**src/rtl/alu_seq.sv**
```systemverilog
// Unsigned sequential ALU: single-cycle add/subtract, shift-add multiply and
// restoring divide (one bit per cycle), behind a start/ready/done handshake.
module alu_seq #(
   parameter int WIDTH = 4
) (
   input  logic                 clk,
   input  logic                 rst,
   input  logic                 start,
   input  logic [1:0]           op,
   input  logic [WIDTH-1:0]     A,
   input  logic [WIDTH-1:0]     B,
   output logic                 ready,
   output logic                 done,
   output logic [2*WIDTH-1:0]   result,
   output logic [WIDTH-1:0]     rem,
   output logic                 neg,
   output logic                 err
);

   localparam int CW = $clog2(WIDTH + 1);

   localparam logic [1:0] OP_ADD = 2'b00;
   localparam logic [1:0] OP_SUB = 2'b01;
   localparam logic [1:0] OP_MUL = 2'b10;
   localparam logic [1:0] OP_DIV = 2'b11;

   typedef enum logic [1:0] {IDLE, CALC, DONE} state_t;

   state_t               state;
   logic [1:0]           op_r;
   logic [WIDTH-1:0]     a_r, b_r;
   logic [CW-1:0]        cnt;
   logic [2*WIDTH-1:0]   acc;    // MUL partial product
   logic [2*WIDTH-1:0]   mcand;  // MUL multiplicand, shifted left each step
   logic [WIDTH-1:0]     sh;     // MUL multiplier / DIV dividend-becoming-quotient
   logic [WIDTH:0]       dr;     // DIV partial remainder

   logic [2*WIDTH-1:0]   a_x, b_x, mul_acc_nx;
   logic [WIDTH:0]       div_sh, div_r_nx;
   logic                 div_ge;
   logic [WIDTH-1:0]     div_q_nx;

   assign a_x        = {{WIDTH{1'b0}}, a_r};
   assign b_x        = {{WIDTH{1'b0}}, b_r};
   assign mul_acc_nx = acc + (sh[0] ? mcand : '0);

   // Restoring step: bring in the next dividend bit, subtract divisor if it fits.
   assign div_sh   = {dr[WIDTH-1:0], sh[WIDTH-1]};
   assign div_ge   = (div_sh >= {1'b0, b_r});
   assign div_r_nx = div_ge ? (div_sh - {1'b0, b_r}) : div_sh;
   assign div_q_nx = {sh[WIDTH-2:0], div_ge};

   always_ff @(posedge clk) begin
      if (!rst) begin
         state  <= IDLE;
         ready  <= 1'b1;
         done   <= 1'b0;
         result <= '0;
         rem    <= '0;
         neg    <= 1'b0;
         err    <= 1'b0;
         op_r   <= '0;
         a_r    <= '0;
         b_r    <= '0;
         cnt    <= '0;
         acc    <= '0;
         mcand  <= '0;
         sh     <= '0;
         dr     <= '0;
      end else begin
         case (state)
            IDLE: begin
               done <= 1'b0;
               if (start) begin
                  state <= CALC;
                  ready <= 1'b0;
                  op_r  <= op;
                  a_r   <= A;
                  b_r   <= B;
                  cnt   <= CW'(WIDTH);
                  acc   <= '0;
                  mcand <= {{WIDTH{1'b0}}, A};
                  sh    <= (op == OP_MUL) ? B : A;
                  dr    <= '0;
               end
            end

            CALC: begin
               case (op_r)
                  OP_ADD: begin
                     result <= a_x + b_x;
                     rem    <= '0;
                     neg    <= 1'b0;
                     err    <= 1'b0;
                     state  <= DONE;
                     done   <= 1'b1;
                  end
                  OP_SUB: begin
                     result <= (a_r >= b_r) ? (a_x - b_x) : (b_x - a_x);
                     rem    <= '0;
                     neg    <= (a_r < b_r);
                     err    <= 1'b0;
                     state  <= DONE;
                     done   <= 1'b1;
                  end
                  OP_MUL: begin
                     acc   <= mul_acc_nx;
                     mcand <= mcand << 1;
                     sh    <= sh >> 1;
                     cnt   <= cnt - CW'(1);
                     if (cnt == CW'(1)) begin
                        result <= mul_acc_nx;
                        rem    <= '0;
                        neg    <= 1'b0;
                        err    <= 1'b0;
                        state  <= DONE;
                        done   <= 1'b1;
                     end
                  end
                  default: begin
                     if (b_r == '0) begin
                        result <= '0;
                        rem    <= '0;
                        neg    <= 1'b0;
                        err    <= 1'b1;
                        state  <= DONE;
                        done   <= 1'b1;
                     end else begin
                        dr  <= div_r_nx;
                        sh  <= div_q_nx;
                        cnt <= cnt - CW'(1);
                        if (cnt == CW'(1)) begin
                           result <= {{WIDTH{1'b0}}, div_q_nx};
                           rem    <= div_r_nx[WIDTH-1:0];
                           neg    <= 1'b0;
                           err    <= 1'b0;
                           state  <= DONE;
                           done   <= 1'b1;
                        end
                     end
                  end
               endcase
            end

            DONE: begin
               done  <= 1'b0;
               ready <= 1'b1;
               state <= IDLE;
            end

            default: begin
               state <= IDLE;
               ready <= 1'b1;
               done  <= 1'b0;
            end
         endcase
      end
   end

endmodule
```
**config.mk**
```make
export PLATFORM = sky130hd
export DESIGN_NAME = alu_seq
export DESIGN_NICKNAME = d
export VERILOG_FILES = /design/src/rtl/alu_seq.sv
export SDC_FILE = /design/constraint.sdc
export NUM_CORES = 1
export LEC_CHECK = 0
export ABC_AREA = 1
export BUFFER_PORTS_ARGS = -buffer_cell sky130_fd_sc_hd__buf_4
export CORE_ASPECT_RATIO = 1.75
export CORE_MARGIN = 2
export CORE_UTILIZATION = 35
export DETAILED_ROUTE_END_ITERATION = 10
export RECOVER_POWER = 50
export SYNTH_ARGS = -nofsm -noshare
export SYNTH_HDL_FRONTEND = slang
export SYNTH_SLANG_ARGS = --single-unit
```
**constraint.sdc**
```tcl
create_clock -name clk -period 4.4 [get_ports clk]
set_input_delay 0.66 -clock clk [delete_from_list [all_inputs] [get_ports clk]]
set_output_delay 0.66 -clock clk [all_outputs]
set_load 0.01 [all_outputs]
```
==> results.json, run 1 <==
{
  "ctsResizeCount": 0,
  "synth_top_area_share_pct": 31.7,
  "hold_class": "flop to flop",
  "grt_usage_pct": 18.1,
  "seqCellArea_um2": 1100,
  "yosysWarnings": 0,
  "synthCells": 485,
  "die-area_um2": 10800,
  "drt_first_pass_iters": 4,
  "syn_to_final_growth_pct": 9.11,
  "dp_hpwl_um": 7140,
  "report.final.slew_viol_count": 0,
  "grt_pass1_wl_um": 15100,
  "period_share_pct": 64.3,
  "max_clock_freq_ghz": 0.353,
  "grt_max_degree": 29,
  "cts_tree": "yes",
  "cts_buffers": 5,
  "core_area_um2": 9790,
  "drt_iter0_drc": 152,
  "clockBufferDepth": 2,
  "overflow": 0,
  "critPathCaptureType": "flop",
  "fin_area_um2": 3790,
  "cts_setup_buffers": 0,
  "cts.htree.levels": 2,
  "wl_per_cell_um": 14.5,
  "postCtsHoldBufs": 0,
  "fill_cells": 1021,
  "clock-sinks": 55,
  "synth-async-reset-ratio_pct": 0,
  "synthesis.area_um2": 3470,
  "die_h_um": 136,
  "synth-edff-count": 0,
  "tns_ns": 0,
  "crit_required_ns": 4.59,
  "power_density_nw_per_um2": 353,
  "numPortBuffers": 28,
  "yosysTopAreaCell": "dfxtp_1",
  "leakagePower_uw": 0.00175,
  "whs_ns": 0.466,
  "wl_um": 9120,
  "cp_data_arrival_time_ns": 3.02,
  "multi_input_area_um2": 1990,
  "slew_headroom_pct": 38.4,
  "antenna_left": 0,
  "root_buffer": "clkbuf_16",
  "holdCritStartpoint": "result[4]",
  "antenna_found_initial": 0,
  "synth_seq_cells": 55,
  "fin_cells": 631,
  "yosysUniqueCellTypes": 46,
  "vdd_drop_max_mv": 0.228,
  "r2r_start": "state[1]",
  "yosysSeqAreaShare_pct": 31.7,
  "nets": 548,
  "num_vias": 3193,
  "setup_violations": 0,
  "die_w_um": 79.3,
  "clock_latency_ns": 0.29,
  "drive_above_1_share_pct": 9.29,
  "final-hold-violation-count": 0,
  "drc": 0,
  "rows": 48,
  "max_slew.worst_pin.slew_ns": 0.920,
  "max-cap-violations": 0,
  "worstSetupPathType": "flop to flop",
  "globalplace.congestion": 0.860,
  "path_clk_slew_ns": 0.07,
  "rsz0062_at_grt": "no",
  "crit_path_start_kind": "flop",
  "cp_max_fo": 16,
  "synthFlopType": "dfxtp_1",
  "period_needed_ns": 2.83,
  "grt_pass1_vias": 3085,
  "diodes": 0,
  "boundaryPins": 29,
  "status": "finished clean",
  "synth_top_cells_by_count": "105 x nand2_1, 55 x dfxtp_1, 55 x inv_1",
  "via_per_inst": 5.06,
  "synthesis.nets": 528,
  "start_util_pct": 35.5,
  "avgSynthCellArea_um2": 7.16,
  "clock_skew_ns": 0.00448,
  "yosys.cell_count.top_type": "nand2_1",
  "netlist_top_cells_area": "dfxtp_1 32%, nand2_1 11%, ha_1 9.0%",
  "critPathLaunch": "state[1]",
  "post-place-cells": 623,
  "dpl-instance-area_um2": 3750,
  "power_uw": 1340
}
==> layout by cell type (no fill, tap or decap), types with 2 or more instances in the layout <==
master	n
buf_4	12
inv_1	55
a41oi_1	2
nand3_1	36
nor2_1	37
nand3_2	2
dfxtp_1	55
clkinv_1	3
xor2_1	3
or2_2	3
o21ai_0	31
o21ai_4	2
inv_2	7
or2_1	2
ha_1	25
nand3b_1	4
clkbuf_16	5
a211oi_1	2
nand4_1	5
a31oi_1	5
nor2_4	3
o21ai_1	2
nand2_2	5
clkbuf_1	18
fa_1	5
nand2_1	108
a21oi_1	51
o211ai_1	2
==> where the power goes <==
group	switching, µW	total, µW	internal [µW]
Combinational	256	382	126
Clock	175	386	211
Sequential	36.5	572	535
==> worst paths after layout <==
kind	end	cells after the start	slack [ns]
min reg2reg	result[4]	2	0.47
max	result[5]	9	1.57
max reg2reg	result[5]	9	1.57
min	result[4]	2	0.47
==> logic make-up (layout without fill, tap and decap cells) <==
family	Yosys count	in the layout	share of synthesized area, %
simple gates	207	207	27.2
compound gates	107	107	18.2
buf+inv	82	103	10.0
flops	55	55	31.7
fa+ha+maj	30	30	11.9
xor+xnor	4	4	1.01
==> critical path, cell delays in order (launching register included) <==
cell	delay, ns
dfxtp_1	0.41
inv_1	0.08
nand2_1	0.50
clkinvlp_2	0.78
nand2_2	0.49
inv_2	0.16
nor2_1	0.11
nor2_1	0.04
o21ai_1	0.09
inv_1	0.04
==> stage by stage <==
step	utilization [%]	setup WS (ns)
after detailed placement	38.3	2.09
after global placement	38.3	2.17
final	38.7	1.57
after global routing	38.7	1.29
after floorplan	-	2.45
after CTS	39.7	2.10
==> cell type report <==
cell class,instances,share of cell area (%)
multi-input combinational,348,52.5
sequential,55,29.0
inverter,67,6.73
tap,125,4.13
timing repair buffer,28,3.96
clock buffer,7,3.50
clock inverter,1,0.132
==> flip-flops by register name, summed over array words and instances (netlist names) <==
register  flops
a_r           4
acc           8
b_r           4
cnt           3
done          1
dr            4
err           1
mcand         8
neg           1
op_r          2
ready         1
rem           4
result        8
sh            4
state         2
==> metal layers <==
metal	global-route usage, %	vias to the layer above	part of all wire (%)
li1	-	1627	-
met1	20.2	1468	40
met5	0	-	0
met3	2.80	27	3.3
met4	9.58	0	4.5
met2	32.3	71	52
Power figures use the tool's default switching activity.
==> run 2, diff against run 1 <==
clock period = 2.8 ns   (was 4.4 ns; I/O delays follow)
==> run 2 against run 1 <==
Via count increased by 1.0%. Clock power is 85% higher. Register-to-register slack got worse by 1.1 ns. Utilization grew 0.29 points. Combinational power increased by 60%. First-iteration DRC count grew 5.9%. Die area stayed put. Power increased by 66%. Design area is 0.76% higher. Sequential share of layout area decreased by 0.22 points. Wire length increased by 2.0%. Final cell count stayed put. Critical endpoint is now mcand[4]. Largest power group unchanged.
==> results.json, run 2 (synthesis gave the netlist of run 1 again) <==
{
  "ctsResizeCount": 0,
  "rows": 48,
  "wl_um": 9300,
  "syn_to_final_growth_pct": 9.94,
  "grt_util_met2_pct": 33.1,
  "power_uw": 2220,
  "die_h_um": 136,
  "power_density_nw_per_um2": 582,
  "met1_usage_pct": 19.9,
  "clock_latency_ns": 0.30,
  "tns_ns": 0,
  "switching_share_pct": 34.3,
  "clock-sinks": 55,
  "drc": 0,
  "wl_per_cell_um": 14.7,
  "r2r_cells": 7,
  "overflow": 0,
  "setup_violations": 0,
  "internal-power_uw": 1460,
  "path_clk_slew_ns": 0.07,
  "clockBufferDepth": 2,
  "setup_slack_ns": 0.452,
  "min_to": "op_r[0]",
  "start_util_pct": 35.5,
  "numPortBuffers": 28,
  "fin_util_pct": 39.0,
  "cts_setup_buffers": 0,
  "globalplace.congestion": 0.912,
  "cts_tree": "yes",
  "clock_skew_ns": 0.00630,
  "drt_iter0_drc": 161,
  "final_common_cell": "nand2_1",
  "period_needed_ns": 2.35,
  "die_w_um": 79.3,
  "antenna_found_initial": 0,
  "report.final.slew_viol_count": 0,
  "cts.htree.levels": 2,
  "fill_cells": 1037,
  "leakagePower_uw": 0.00177,
  "status": "finished clean",
  "r2r_start": "state[1]",
  "reg_top3": "acc (8), mcand (8), result (8)",
  "grt_pass1_wl_um": 15000,
  "num_vias": 3225,
  "slew_headroom_pct": 30.8,
  "cts_buffers": 5,
  "p_clk_share_pct": 32.2,
  "grt_pass1_vias": 3103,
  "r2r_slack_ns": 0.45,
  "diodes": 0,
  "switching_power_uw": 763,
  "grt-busiest-layer": "met2",
  "worstSetupPathType": "flop to flop",
  "via_per_inst": 5.11,
  "root_buffer": "clkbuf_16",
  "core_area_um2": 9790,
  "crit_path_start_kind": "flop",
  "drt_first_pass_iters": 5,
  "max_slew.worst_pin.slew_ns": 1.04,
  "postCtsHoldBufs": 0,
  "final-hold-violation-count": 0,
  "seqPwrFrac_pct": 40.3,
  "cp_max_fo": 14,
  "crit_required_ns": 2.99,
  "boundaryPins": 29,
  "vdd_drop_max_mv": 0.358,
  "grt_usage_pct": 18.1,
  "drive_above_1_share_pct": 9.88,
  "holdCritStartpoint": "op[0]",
  "max-cap-violations": 0,
  "antenna_left": 0,
  "critPathCaptureType": "flop",
  "mostFrequentLayoutCells": "105 x nand2_1, 55 x inv_1, 55 x dfxtp_1",
  "period_share_pct": 83.9,
  "p_comb_share_pct": 27.5,
  "use_met3_pct": 2.93,
  "pre_cts_ws_ns": 0.625,
  "holdPathStages": 3,
  "grt_max_degree": 29,
  "nets": 549,
  "max_clock_freq_ghz": 0.426,
  "cp_data_arrival_time_ns": 2.54,
  "hold_class": "input pin to flop",
  "rsz0062_at_grt": "no",
  "rr_endpoint": "mcand[4]",
  "die-area_um2": 10800,
  "dp_hpwl_um": 7060
}
run 2: how the worst max path moves through the flow:
stage	start	to	slack [ns]	cells past startpoint
after global placement	b_r[1]	rem[2]	0.72	9
after floorplan	b_r[1]	rem[3]	0.85	9
after CTS	b_r[1]	result[1]	0.62	11
final	state[1]	mcand[4]	0.45	7
after global routing	state[1]	mcand[6]	0.18	7
after detailed placement	b_r[1]	result[1]	0.63	11
run 2: layout make-up:
type                    count  area, µm²  share of cell area (%)
clock buffers               6        129                    3.37
clock inverters             1       30.0                   0.786
multi-input cells         348       1990                    52.2
well taps                 125        156                    4.09
inverters                  67        255                    6.68
repair buffers             29        154                    4.03
flip-flops and latches     55       1100                    28.8
run 2: worst max-delay path, stage by stage, from the launching register on:
cell	delay [ns]
dfxtp_1	0.36
inv_1	0.07
nand2_2	0.26
nor2_1	0.17
nor2_1	0.79
inv_2	0.28
o21ai_0	0.24
nor2_1	0.07
run 2: metrics by stage:
step                      instance area (µm²)  instances  hold slack [ns]
after floorplan                          3470        485            0.445
after global placement                   3750        624            0.457
after detailed placement                 3750        624            0.453
after CTS                                3910        631            0.405
after global routing                     3820        631            0.430
final                                    3820        631            0.407
run 2: per-layer routing:
layer	vias up	share of wire, %
li1	1628	-
met1	1480	40
met2	97	52
met3	20	4.3
met4	0	3.3
met5	-	0
run 2: power groups by stage:
stage | Sequential [µW] | Clock [µW] | Combinational (µW)
floorplan | 904 | 0 | 478
global placement | 912 | 0 | 625
detailed placement | 914 | 0 | 630
CTS | 895 | 729 | 633
global route | 904 | 757 | 689
finish | 896 | 716 | 612
